==> src/rtl/axi4_lite_pkg.sv <==
// Shared AXI4-Lite definitions: response codes, write/read FSM states and
// the helper that turns the data width into the byte-offset address bits.
package axi4_lite_pkg;

   localparam logic [1:0] RESP_OKAY   = 2'b00;
   localparam logic [1:0] RESP_EXOKAY = 2'b01;
   localparam logic [1:0] RESP_SLVERR = 2'b10;
   localparam logic [1:0] RESP_DECERR = 2'b11;

   typedef enum logic [1:0] {
      WR_IDLE   = 2'd0,
      WR_COMMIT = 2'd1,
      WR_RESP   = 2'd2
   } wr_state_t;

   typedef enum logic {
      RD_IDLE = 1'b0,
      RD_DATA = 1'b1
   } rd_state_t;

   function automatic int addr_lsb(input int data_width);
      return $clog2(data_width / 8);
   endfunction

endpackage

==> src/rtl/axi4_lite_strb_regfile.sv <==
// NUM_REGS x DATA_WIDTH register storage: byte-strobed write port, async
// read port, and the whole array exported flat (reg i at [i*DATA_WIDTH +: DATA_WIDTH]).
module axi4_lite_strb_regfile #(
   parameter  int NUM_REGS   = 16,
   parameter  int DATA_WIDTH = 32,
   localparam int IDX_W      = $clog2(NUM_REGS),
   localparam int STRB_W     = DATA_WIDTH / 8
) (
   input  logic                           gclk,
   input  logic                           grst_n,
   input  logic                           we,
   input  logic [IDX_W-1:0]               wr_idx,
   input  logic [DATA_WIDTH-1:0]          wr_data,
   input  logic [STRB_W-1:0]              wr_strb,
   input  logic [IDX_W-1:0]               rd_idx,
   output logic [DATA_WIDTH-1:0]          rd_data,
   output logic [NUM_REGS*DATA_WIDTH-1:0] regs_flat
);

   logic [NUM_REGS-1:0][DATA_WIDTH-1:0] mem;

   always_ff @(posedge gclk or negedge grst_n) begin
      if (!grst_n) begin
         mem <= '0;
      end else if (we) begin
         for (int b = 0; b < STRB_W; b++)
            if (wr_strb[b]) mem[wr_idx][b*8 +: 8] <= wr_data[b*8 +: 8];
      end
   end

   assign rd_data   = mem[rd_idx];
   assign regs_flat = mem;

endmodule

==> src/rtl/axi4_lite_subordinate_regfile.sv <==
// AXI4-Lite subordinate backed by a strobed register file.
// Optional AXI4_LITE_SUB_ADDR_CHECK_EN: out-of-range addresses get SLVERR.
module axi4_lite_subordinate_regfile
   import axi4_lite_pkg::*;
#(
   parameter int ADDR_WIDTH = 32,
   parameter int DATA_WIDTH = 32,
   parameter int NUM_REGS   = 16
) (
   input  logic                           ACLK,
   input  logic                           ARESETN,
   input  logic [ADDR_WIDTH-1:0]          AWADDR,
   input  logic [2:0]                     AWPROT,
   input  logic                           AWVALID,
   output logic                           AWREADY,
   input  logic [DATA_WIDTH-1:0]          WDATA,
   input  logic [DATA_WIDTH/8-1:0]        WSTRB,
   input  logic                           WVALID,
   output logic                           WREADY,
   output logic [1:0]                     BRESP,
   output logic                           BVALID,
   input  logic                           BREADY,
   input  logic [ADDR_WIDTH-1:0]          ARADDR,
   input  logic [2:0]                     ARPROT,
   input  logic                           ARVALID,
   output logic                           ARREADY,
   output logic [DATA_WIDTH-1:0]          RDATA,
   output logic [1:0]                     RRESP,
   output logic                           RVALID,
   input  logic                           RREADY,
   output logic [NUM_REGS*DATA_WIDTH-1:0] regs_flat
);

   localparam int ADDR_LSB = addr_lsb(DATA_WIDTH);
   localparam int IDX_W    = $clog2(NUM_REGS);
   localparam int STRB_W   = DATA_WIDTH / 8;

   wr_state_t               wr_state;
   rd_state_t               rd_state;
   logic [ADDR_WIDTH-1:0]   aw_addr;
   logic [DATA_WIDTH-1:0]   w_data;
   logic [STRB_W-1:0]       w_strb;
   logic                    aw_held, w_held;
   logic                    aw_oor, ar_oor;
   logic [DATA_WIDTH-1:0]   rd_data;
   logic                    aw_hs, w_hs, ar_hs;
   logic                    unused_bits;

   assign aw_hs = AWVALID & AWREADY;
   assign w_hs  = WVALID & WREADY;
   assign ar_hs = ARVALID & ARREADY;

`ifdef AXI4_LITE_SUB_ADDR_CHECK_EN
   assign aw_oor = |(aw_addr >> (ADDR_LSB + IDX_W));
   assign ar_oor = |(ARADDR >> (ADDR_LSB + IDX_W));
`else
   assign aw_oor = 1'b0;
   assign ar_oor = 1'b0;
`endif

   // Protection bits and the byte-offset/alias address bits carry no meaning here.
   assign unused_bits = ^{AWPROT, ARPROT, aw_addr, ARADDR};

   axi4_lite_strb_regfile #(
      .NUM_REGS   (NUM_REGS),
      .DATA_WIDTH (DATA_WIDTH)
   ) u_rf (
      .gclk      (ACLK),
      .grst_n    (ARESETN),
      .we        ((wr_state == WR_COMMIT) && !aw_oor),
      .wr_idx    (aw_addr[ADDR_LSB +: IDX_W]),
      .wr_data   (w_data),
      .wr_strb   (w_strb),
      .rd_idx    (ARADDR[ADDR_LSB +: IDX_W]),
      .rd_data   (rd_data),
      .regs_flat (regs_flat)
   );

   // AW and W are captured independently; commit once both are held.
   always_ff @(posedge ACLK or negedge ARESETN) begin
      if (!ARESETN) begin
         wr_state <= WR_IDLE;
         AWREADY  <= 1'b0;
         WREADY   <= 1'b0;
         BVALID   <= 1'b0;
         BRESP    <= RESP_OKAY;
         aw_held  <= 1'b0;
         w_held   <= 1'b0;
         aw_addr  <= '0;
         w_data   <= '0;
         w_strb   <= '0;
      end else begin
         case (wr_state)
            WR_IDLE: begin
               if (aw_hs) aw_addr <= AWADDR;
               if (w_hs) begin
                  w_data <= WDATA;
                  w_strb <= WSTRB;
               end
               aw_held <= aw_held | aw_hs;
               w_held  <= w_held | w_hs;
               AWREADY <= !(aw_held | aw_hs);
               WREADY  <= !(w_held | w_hs);
               if ((aw_held | aw_hs) && (w_held | w_hs)) wr_state <= WR_COMMIT;
            end
            WR_COMMIT: begin
               BVALID   <= 1'b1;
               BRESP    <= aw_oor ? RESP_SLVERR : RESP_OKAY;
               aw_held  <= 1'b0;
               w_held   <= 1'b0;
               wr_state <= WR_RESP;
            end
            WR_RESP: begin
               if (BREADY) begin
                  BVALID   <= 1'b0;
                  AWREADY  <= 1'b1;
                  WREADY   <= 1'b1;
                  wr_state <= WR_IDLE;
               end
            end
            default: wr_state <= WR_IDLE;
         endcase
      end
   end

   // Read data is sampled at the AR handshake, so a same-cycle commit is not visible.
   always_ff @(posedge ACLK or negedge ARESETN) begin
      if (!ARESETN) begin
         rd_state <= RD_IDLE;
         ARREADY  <= 1'b0;
         RVALID   <= 1'b0;
         RRESP    <= RESP_OKAY;
         RDATA    <= '0;
      end else begin
         case (rd_state)
            RD_IDLE: begin
               if (ar_hs) begin
                  RDATA    <= ar_oor ? '0 : rd_data;
                  RRESP    <= ar_oor ? RESP_SLVERR : RESP_OKAY;
                  RVALID   <= 1'b1;
                  ARREADY  <= 1'b0;
                  rd_state <= RD_DATA;
               end else begin
                  ARREADY <= 1'b1;
               end
            end
            RD_DATA: begin
               if (RREADY) begin
                  RVALID   <= 1'b0;
                  ARREADY  <= 1'b1;
                  rd_state <= RD_IDLE;
               end
            end
            default: rd_state <= RD_IDLE;
         endcase
      end
   end

endmodule

==> config.mk <==
export PLATFORM = sky130hd
export DESIGN_NAME = axi4_lite_subordinate_regfile
export DESIGN_NICKNAME = d
export VERILOG_FILES = /design/src/rtl/axi4_lite_pkg.sv /design/src/rtl/axi4_lite_strb_regfile.sv /design/src/rtl/axi4_lite_subordinate_regfile.sv
export SDC_FILE = /design/constraint.sdc
export NUM_CORES = 1
export LEC_CHECK = 0
export BUFFER_PORTS_ARGS = -buffer_cell sky130_fd_sc_hd__buf_2
export CORE_AREA = 2 2 260 262
export DETAILED_ROUTE_END_ITERATION = 8
export DIE_AREA = 0 0 262 264
export GPL_ROUTABILITY_DRIVEN = 0
export PLACE_DENSITY_LB_ADDON = 0.08
export REMOVE_ABC_BUFFERS = 1
export SETUP_SLACK_MARGIN = 0.05
export SYNTH_ARGS = -nofsm -noshare
export SYNTH_HDL_FRONTEND = slang
export SYNTH_SLANG_ARGS = --single-unit
==> constraint.sdc <==
create_clock -name ACLK -period 1.81 [get_ports ACLK]
set_input_delay 0.181 -clock ACLK [delete_from_list [all_inputs] [get_ports ACLK]]
set_output_delay 0.181 -clock ACLK [all_outputs]
set_load 0.05 [all_outputs]
==> qor.yml, run 1 <==
wire_per_inst_um: 27.7
finalSetupViolations: 0
yosys.area_share.simple_pct: 4.78
slowest_delay_ns: 0.44
p_leak_nw: 18.5
yosys.area.top_type: "dfrtp_1"
grt_pass1_vias: 19900
wirelength_mm: 97.6
clk_pin_slew_ns: 0.05
drive_above_1_share_pct: 59.7
grt_pass1_wl_mm: 140
rsz0062_at_grt: "yes"
io-pin-count: 666
cts_max_level: 3
worstPathRequired_ns: 2.29
multi_input_area_um2: 11300
cts_buffers: 69
synth_seq_cells: 594
seq_area_um2: 14900
vias_per_cell: 5.45
synthToLayoutAreaGrowth_pct: 33.8
synth_fa_ha_area_share_pct: 0
status: "completed"
grt_use_total_pct: 27.9
grt_max_degree: 61
synth-compound-area-share_pct: 3.21
synthCells: 1816
ant_nets: 0
ys_top_cells_by_area: "dfrtp_1 (56%), mux2_2 (23%), mux4_2 (5.3%)"
slowest_stage: "dfrtp_2"
die_w_um: 262
dp_hpwl_mm: 69.7
die-area_um2: 69200
drc_errors: 0
die_h_um: 264
syn_area_per_cell_um2: 14.6
clock_latency_ns: 0.61
worst_pin_slew_ns: 1.06
synth_top_family_by_area: "multiplexers"
path_max_fanout: 8
fmax_ghz: 0.572
slew_violations: 0
final_util_pct: 53.1
maxCapViolations: 0
drtIter0Drc: 1045
clockBufferDepth: 3
start_util_pct: 39.7
cp_common_cell: "buf_4"
yosysTopAreaCellShare_pct: 56.2
synth_seq_area_share_pct: 56.2
yosys_warnings: 0
dr.pass1.iters: 7
cp_data_arrival_time_ns: 2.22
cp_cell_sequence: "buf_4 -> nor4_4 -> buf_4 -> nand2_2 -> buf_12 -> mux2_1"
fin_nets: 2713
portBuffers: 599
worstSetupEndpointType: "flip-flop"
grt-ovfl-total: 0
period_share_pct: 96.6
ys_types: 35
cts_sinks: 594
tns_ns: 0
core_area_um2: 66600
vdd.ir_drop.worst_uv: 1340
fin_worst_skew_ns: 0.0288
startpoint_type: "flip-flop"
root_buffer: "clkbuf_16"
hold_violations: 0
cts_tree: "built"
max-slew-margin-rel_pct: 28.9
design_area_um2: 35400
vias: 19200
fp-row-count: 95
criticalPathCategory: "reg2reg"
dpl_cell_area_um2: 32400
synth_xor_area_share_pct: 0
syn_area_um2: 26400
fill_cells: 5787
power_density_nw_per_um2: 2020
period_needed_ns: 1.75
muxShareOfSynthArea_pct: 33.8
holdCritPathClass: "in2reg"
antenna_found_initial: 6
layer usage:
metal  share of wire [%]  vias to the layer above  track usage, %
met5               0.041                        -               0
met4                 2.9                        6            8.63
met3                 6.5                      160            6.35
met2                  48                      609            45.6
met1                  42                    10200            36.8
li1                    -                     8271               -
kinds of logic (layout without fill, tap and decap cells):
family | count (synthesis) | count (layout)
buf+inv | 117 | 948
simple gates | 231 | 231
compound gates | 127 | 127
mux | 746 | 746
flops | 594 | 594
other cells | 1 | 6
power breakdown:
group / total [W] / internal (W) / switching (W)
Sequential: 0.0241 / 0.0183 / 0.00580
Clock: 0.0138 / 0.00816 / 0.00564
Combinational: 0.0335 / 0.00974 / 0.0238
final timing paths:
path	from	endpoint	slack (ns)	depth (start not counted)
max	aw_addr[3]	u_rf.regs_flat[1]	0.06	6
min	ARVALID	RVALID	0.09	4
max reg2reg	aw_addr[3]	u_rf.regs_flat[1]	0.06	6
min reg2reg	RVALID	RVALID	0.47	2
max in group asynchronous	ARESETN	u_rf.regs_flat[217]	0.34	4
min in group asynchronous	ARESETN	u_rf.regs_flat[219]	0.56	3
area by class of cell:
| type | instances | share of cell area (%) |
|---|---|---|
| multi-input combinational | 1108 | 32.0 |
| clock inverter | 21 | 0.612 |
| timing repair buffer | 825 | 16.6 |
| antenna | 2 | 0.0142 |
| clock buffer | 100 | 5.69 |
| tap | 873 | 3.09 |
| inverter | 2 | 0.0212 |
| sequential | 594 | 42.0 |
timing repair:
item	4_1_cts	5_1_grt
hold buffers	46	0
setup buffers	2	1
gates cloned	0	1
hold endpoints to repair	390	0
pin swaps	2	1
setup endpoints to repair	342	395
resized for setup	35	21
through the flow:
stage | hold slack [ns] | total power (W) | worst slack [ns] | std cells
final | 0.0902 | 0.0715 | 0.0623 | 3525
after floorplan | -0.115 | 0.0460 | -0.391 | 1704
after global routing | 0.0832 | 0.0743 | 0.00654 | 3524
after global placement | 0.0480 | 0.0568 | -0.0739 | 3352
after CTS | 0.0550 | 0.0717 | -0.000766 | 3521
after detailed placement | 0.0471 | 0.0574 | -0.113 | 3352
sequential cells by signal (all words and copies together) (netlist names):
name / count
aw_addr: 4
RDATA: 32
rd_state: 1
RVALID: 1
BVALID: 1
w_data: 32
w_strb: 4
WREADY: 1
ARREADY: 1
wr_state: 2
w_held: 1
aw_held: 1
u_rf.regs_flat: 512
AWREADY: 1
critical path: cells and delay by family, from the launching register on:
| family | cells | cell delay, ns |
|---|---|---|
| buffers and inverters | 3 | 0.51 |
| flip-flops | 1 | 0.44 |
| AND/OR/NAND/NOR | 2 | 0.38 |
| multiplexers | 1 | 0.30 |
cell usage in the layout (no fill, tap or decap), drive strengths merged, types with 2 or more instances in the layout:
| master | Yosys | routed |
|---|---|---|
| buf | 45 | 778 |
| dfrtp | 594 | 594 |
| mux2 | 552 | 552 |
| mux2i | 132 | 132 |
| nand2 | 110 | 110 |
| clkbuf | 70 | 101 |
| a22oi | 64 | 64 |
| nor2 | 63 | 63 |
| mux4 | 62 | 62 |
| dlygate4sd3 | 0 | 46 |
| a31oi | 31 | 31 |
| a21oi | 26 | 26 |
| nand4 | 24 | 24 |
| clkinv | 0 | 14 |
| nor3 | 7 | 7 |
| nand2b | 6 | 6 |
| and2 | 6 | 6 |
| nor2b | 6 | 6 |
| inv | 2 | 5 |
| or2 | 4 | 4 |
| conb | 1 | 4 |
| bufinv | 0 | 3 |
| diode | 0 | 2 |
| nand3 | 2 | 2 |
| o21ai | 2 | 2 |
| and3 | 2 | 2 |
synth_stat cells (all sizes together):
| master | instances |
|---|---|
| a21boi | 1 |
| nor2 | 63 |
| nor4 | 1 |
| a21oi | 26 |
| nor2b | 6 |
| nor3 | 7 |
| clkbuf | 70 |
| a31oi | 31 |
| a21o | 1 |
| nand2b | 6 |
| a22oi | 64 |
| or2 | 4 |
| mux2i | 132 |
| nand4 | 24 |
| and3 | 2 |
| inv | 2 |
| conb | 1 |
| nand3 | 2 |
| mux2 | 552 |
| mux4 | 62 |
| and2 | 6 |
| dfrtp | 594 |
| nand2 | 110 |
| o21a | 1 |
| o21ai | 2 |
| buf | 45 |
| o32a | 1 |
Note: power is estimated with default switching activity, not from simulation.
==> inputs of run 2 (changes only) <==
Settings changed: ABC_CLOCK_PERIOD_IN_PS set to 1810, CORE_AREA 2 2 260 262 to unset, CORE_UTILIZATION set to 30, DIE_AREA 0 0 262 264 to unset.
==> run 2 against run 1 <==
Compared with the run above: count of clock-buffer cells in the layout grew 12; final cell count grew 8.7%; setup slack lost 0.061 ns; clock skew shrank 0.0054 ns; global-route usage shrank 5.3 points; flip-flop and latch count is the same; utilization shrank 11 points; first-iteration DRC count shrank 15%; fmax shrank 3.4%; non-clock buffer count grew 11; critical endpoint is now u_rf.regs_flat[248].
==> qor.yml, run 2 (same netlist as run 1, synthesis figures left out) <==
fin_nets: 2728  # +0.55%
drtIter0Drc: 889  # -15%
internal_power_w: 0.0376  # +3.7%
p_leak_nw: 18.8  # +1.4%
root_buffer: "clkbuf_16"
clock_latency_ns: 0.62  # about the same
slowest_delay_ns: 0.47  # +0.03 ns
die-area_um2: 89300  # +29%
fin_worst_skew_ns: 0.0235  # -0.00539 ns
antenna_found_initial: 9  # +3
p_comb_share_pct: 46.7  # -0.2 points
portBuffers: 599  # unchanged
drc_errors: 0  # unchanged
r2r-start: "aw_addr[5]"
finalSetupViolations: 0  # unchanged
wirelength_mm: 102  # +4.9%
maxCapViolations: 0  # unchanged
path_max_fanout: 8  # unchanged
largest_reg_flops: 512  # unchanged
grt_pass1_wl_mm: 146  # +4.5%
period_share_pct: 100  # +3.4 points
fill_cells: 8227  # +42%
grt-ovfl-total: 0  # unchanged
switchingPower_w: 0.0359  # +1.9%
ant_nets: 0  # unchanged
grt_max_degree: 94  # +54%
cts_buffers: 73  # +5.8%
swShare_pct: 48.9  # -0.42 points
status: "completed"
mostFrequentLayoutCell: "buf_2"
crit_path_start: "aw_addr[5]"
power_w: 0.0735  # +2.8%
dr.pass1.iters: 5  # -2
holdCritPathClass: "in2async"
io-pin-count: 666  # unchanged
vias_per_cell: 4.99  # -8.4%
die_w_um: 299  # +14%
power_density_nw_per_um2: 2020  # +0.20%
clockBufferDepth: 3  # unchanged
fp-row-count: 108  # +14%
clk_pin_slew_ns: 0.06  # about the same
core_area_um2: 87000  # +31%
slowest_stage: "dfrtp_2"
grt_use_total_pct: 22.5  # -5.3 points
rr_endpoint: "u_rf.regs_flat[248]"
slew_violations: 0  # unchanged
fmax_ghz: 0.553  # -3.4%
vdd.ir_drop.worst_uv: 1330  # -0.69%
clockPowerShare_pct: 20.6  # +1.3 points
worst_pin_slew_ns: 1.01  # -0.0514 ns
startpoint_type: "flip-flop"
r2r_setup_slack_ns: 0.0008  # -0.06 ns
cts_max_level: 3  # unchanged
drive_above_1_share_pct: 60.1  # +0.38 points
multi_input_area_um2: 11500  # +2.0%
cp_cell_sequence: "nand2b_4 -> or2_4 -> buf_4 -> nor2_4 -> buf_12 -> mux2_2"
worstPathRequired_ns: 2.30  # about the same
ff2ff_path_depth: 6  # unchanged
grt_pass1_vias: 20100  # +0.79%
criticalPathCategory: "reg2reg"
seq_area_um2: 14900  # about the same
dp_hpwl_mm: 73.2  # +5.0%
max-slew-margin-rel_pct: 32.5  # +3.6 points
synthToLayoutAreaGrowth_pct: 37.3
final_util_pct: 41.7  # -11 points
crit_family: "simple AND/OR/NAND/NOR gates"
cts_tree: "built"
hold_violations: 0  # unchanged
worstSetupEndpointType: "flip-flop"
mostFrequentLayoutCells: "buf_2 (596), dfrtp_1 (590), mux2_2 (508), mux2i_1 (132), buf_4 (99)"
pwr-share-seq_pct: 32.7  # -1.1 points
period_needed_ns: 1.81  # +0.0615 ns
wire_per_inst_um: 26.7  # -3.5%
critical_path_buf_inv_count: 2  # -1
start_util_pct: 30.4  # -9.3 points
cp_data_arrival_time_ns: 2.30  # +0.08 ns
vias: 19100  # -0.46%
rsz0062_at_grt: "yes"
cts_sinks: 594  # unchanged
die_h_um: 299  # +13%
-- run 2: worst max-delay path by stage --
stage / cells after the start / slack, ns / endpoint
finish: 6 / 0.0008 / u_rf.regs_flat[248]
global route: 7 / -0.04 / u_rf.regs_flat[378]
CTS: 6 / -0.01 / u_rf.regs_flat[508]
detailed placement: 6 / -0.19 / u_rf.regs_flat[97]
global placement: 6 / -0.15 / u_rf.regs_flat[42]
floorplan: 2 / -0.39 / w_data[0]
-- run 2: power groups by stage --
stage	logic [W]	registers (W)	clock network, W
after floorplan	0.00763	0.0384	0
after global placement	0.0334	0.0239	0
after detailed placement	0.0336	0.0242	0
after CTS	0.0341	0.0240	0.0156
after global routing	0.0357	0.0249	0.0162
final	0.0343	0.0240	0.0151
-- run 2: timing repair --
| item | in CTS | in global routing |
|---|---|---|
| hold buffers | 44 | 0 |
| resized for setup | 42 | 75 |
| endpoints found under the setup margin | 508 | 469 |
| endpoints found under the hold margin | 520 | 0 |
| buffers inserted | 3 | 5 |
| cloned | 0 | 1 |
| pin swaps | 2 | 7 |
-- run 2: final cells by class --
cell class | instances | area share [%]
Antenna cell | 4 | 0.0276
Clock inverter | 21 | 0.900
Multi-Input combinational cell | 1108 | 31.8
Tap cell | 1155 | 3.98
Timing Repair Buffer | 836 | 16.3
Sequential cell | 594 | 41.0
Inverter | 2 | 0.0207
Clock buffer | 112 | 5.99
-- run 2: stage by stage --
step,hold WS [ns],cell area (um^2),TNS [ns],setup slack (ns),cells
after detailed placement,0.0823,32800,-30.63,-0.190,3643
after global routing,0.00499,36300,-0.948,-0.0436,3831
after CTS,0.00299,35900,-0.0755,-0.0149,3822
after floorplan,-0.115,25900,-99.61,-0.391,1704
after global placement,0.0712,32800,-35.04,-0.154,3643
final,0.0428,36300,0,0.000802,3832
-- run 2: layer usage --
metal / part of all wire, % / up-vias / track usage [%] / wire [um]
li1: - / 8294 / - / -
met1: 43 / 10100 / 29.3 / 43700
met2: 48 / 591 / 36.9 / 49200
met3: 5.9 / 165 / 5.10 / 6010
met4: 3.4 / 6 / 7.69 / 3480
met5: 0.033 / - / 0 / 34
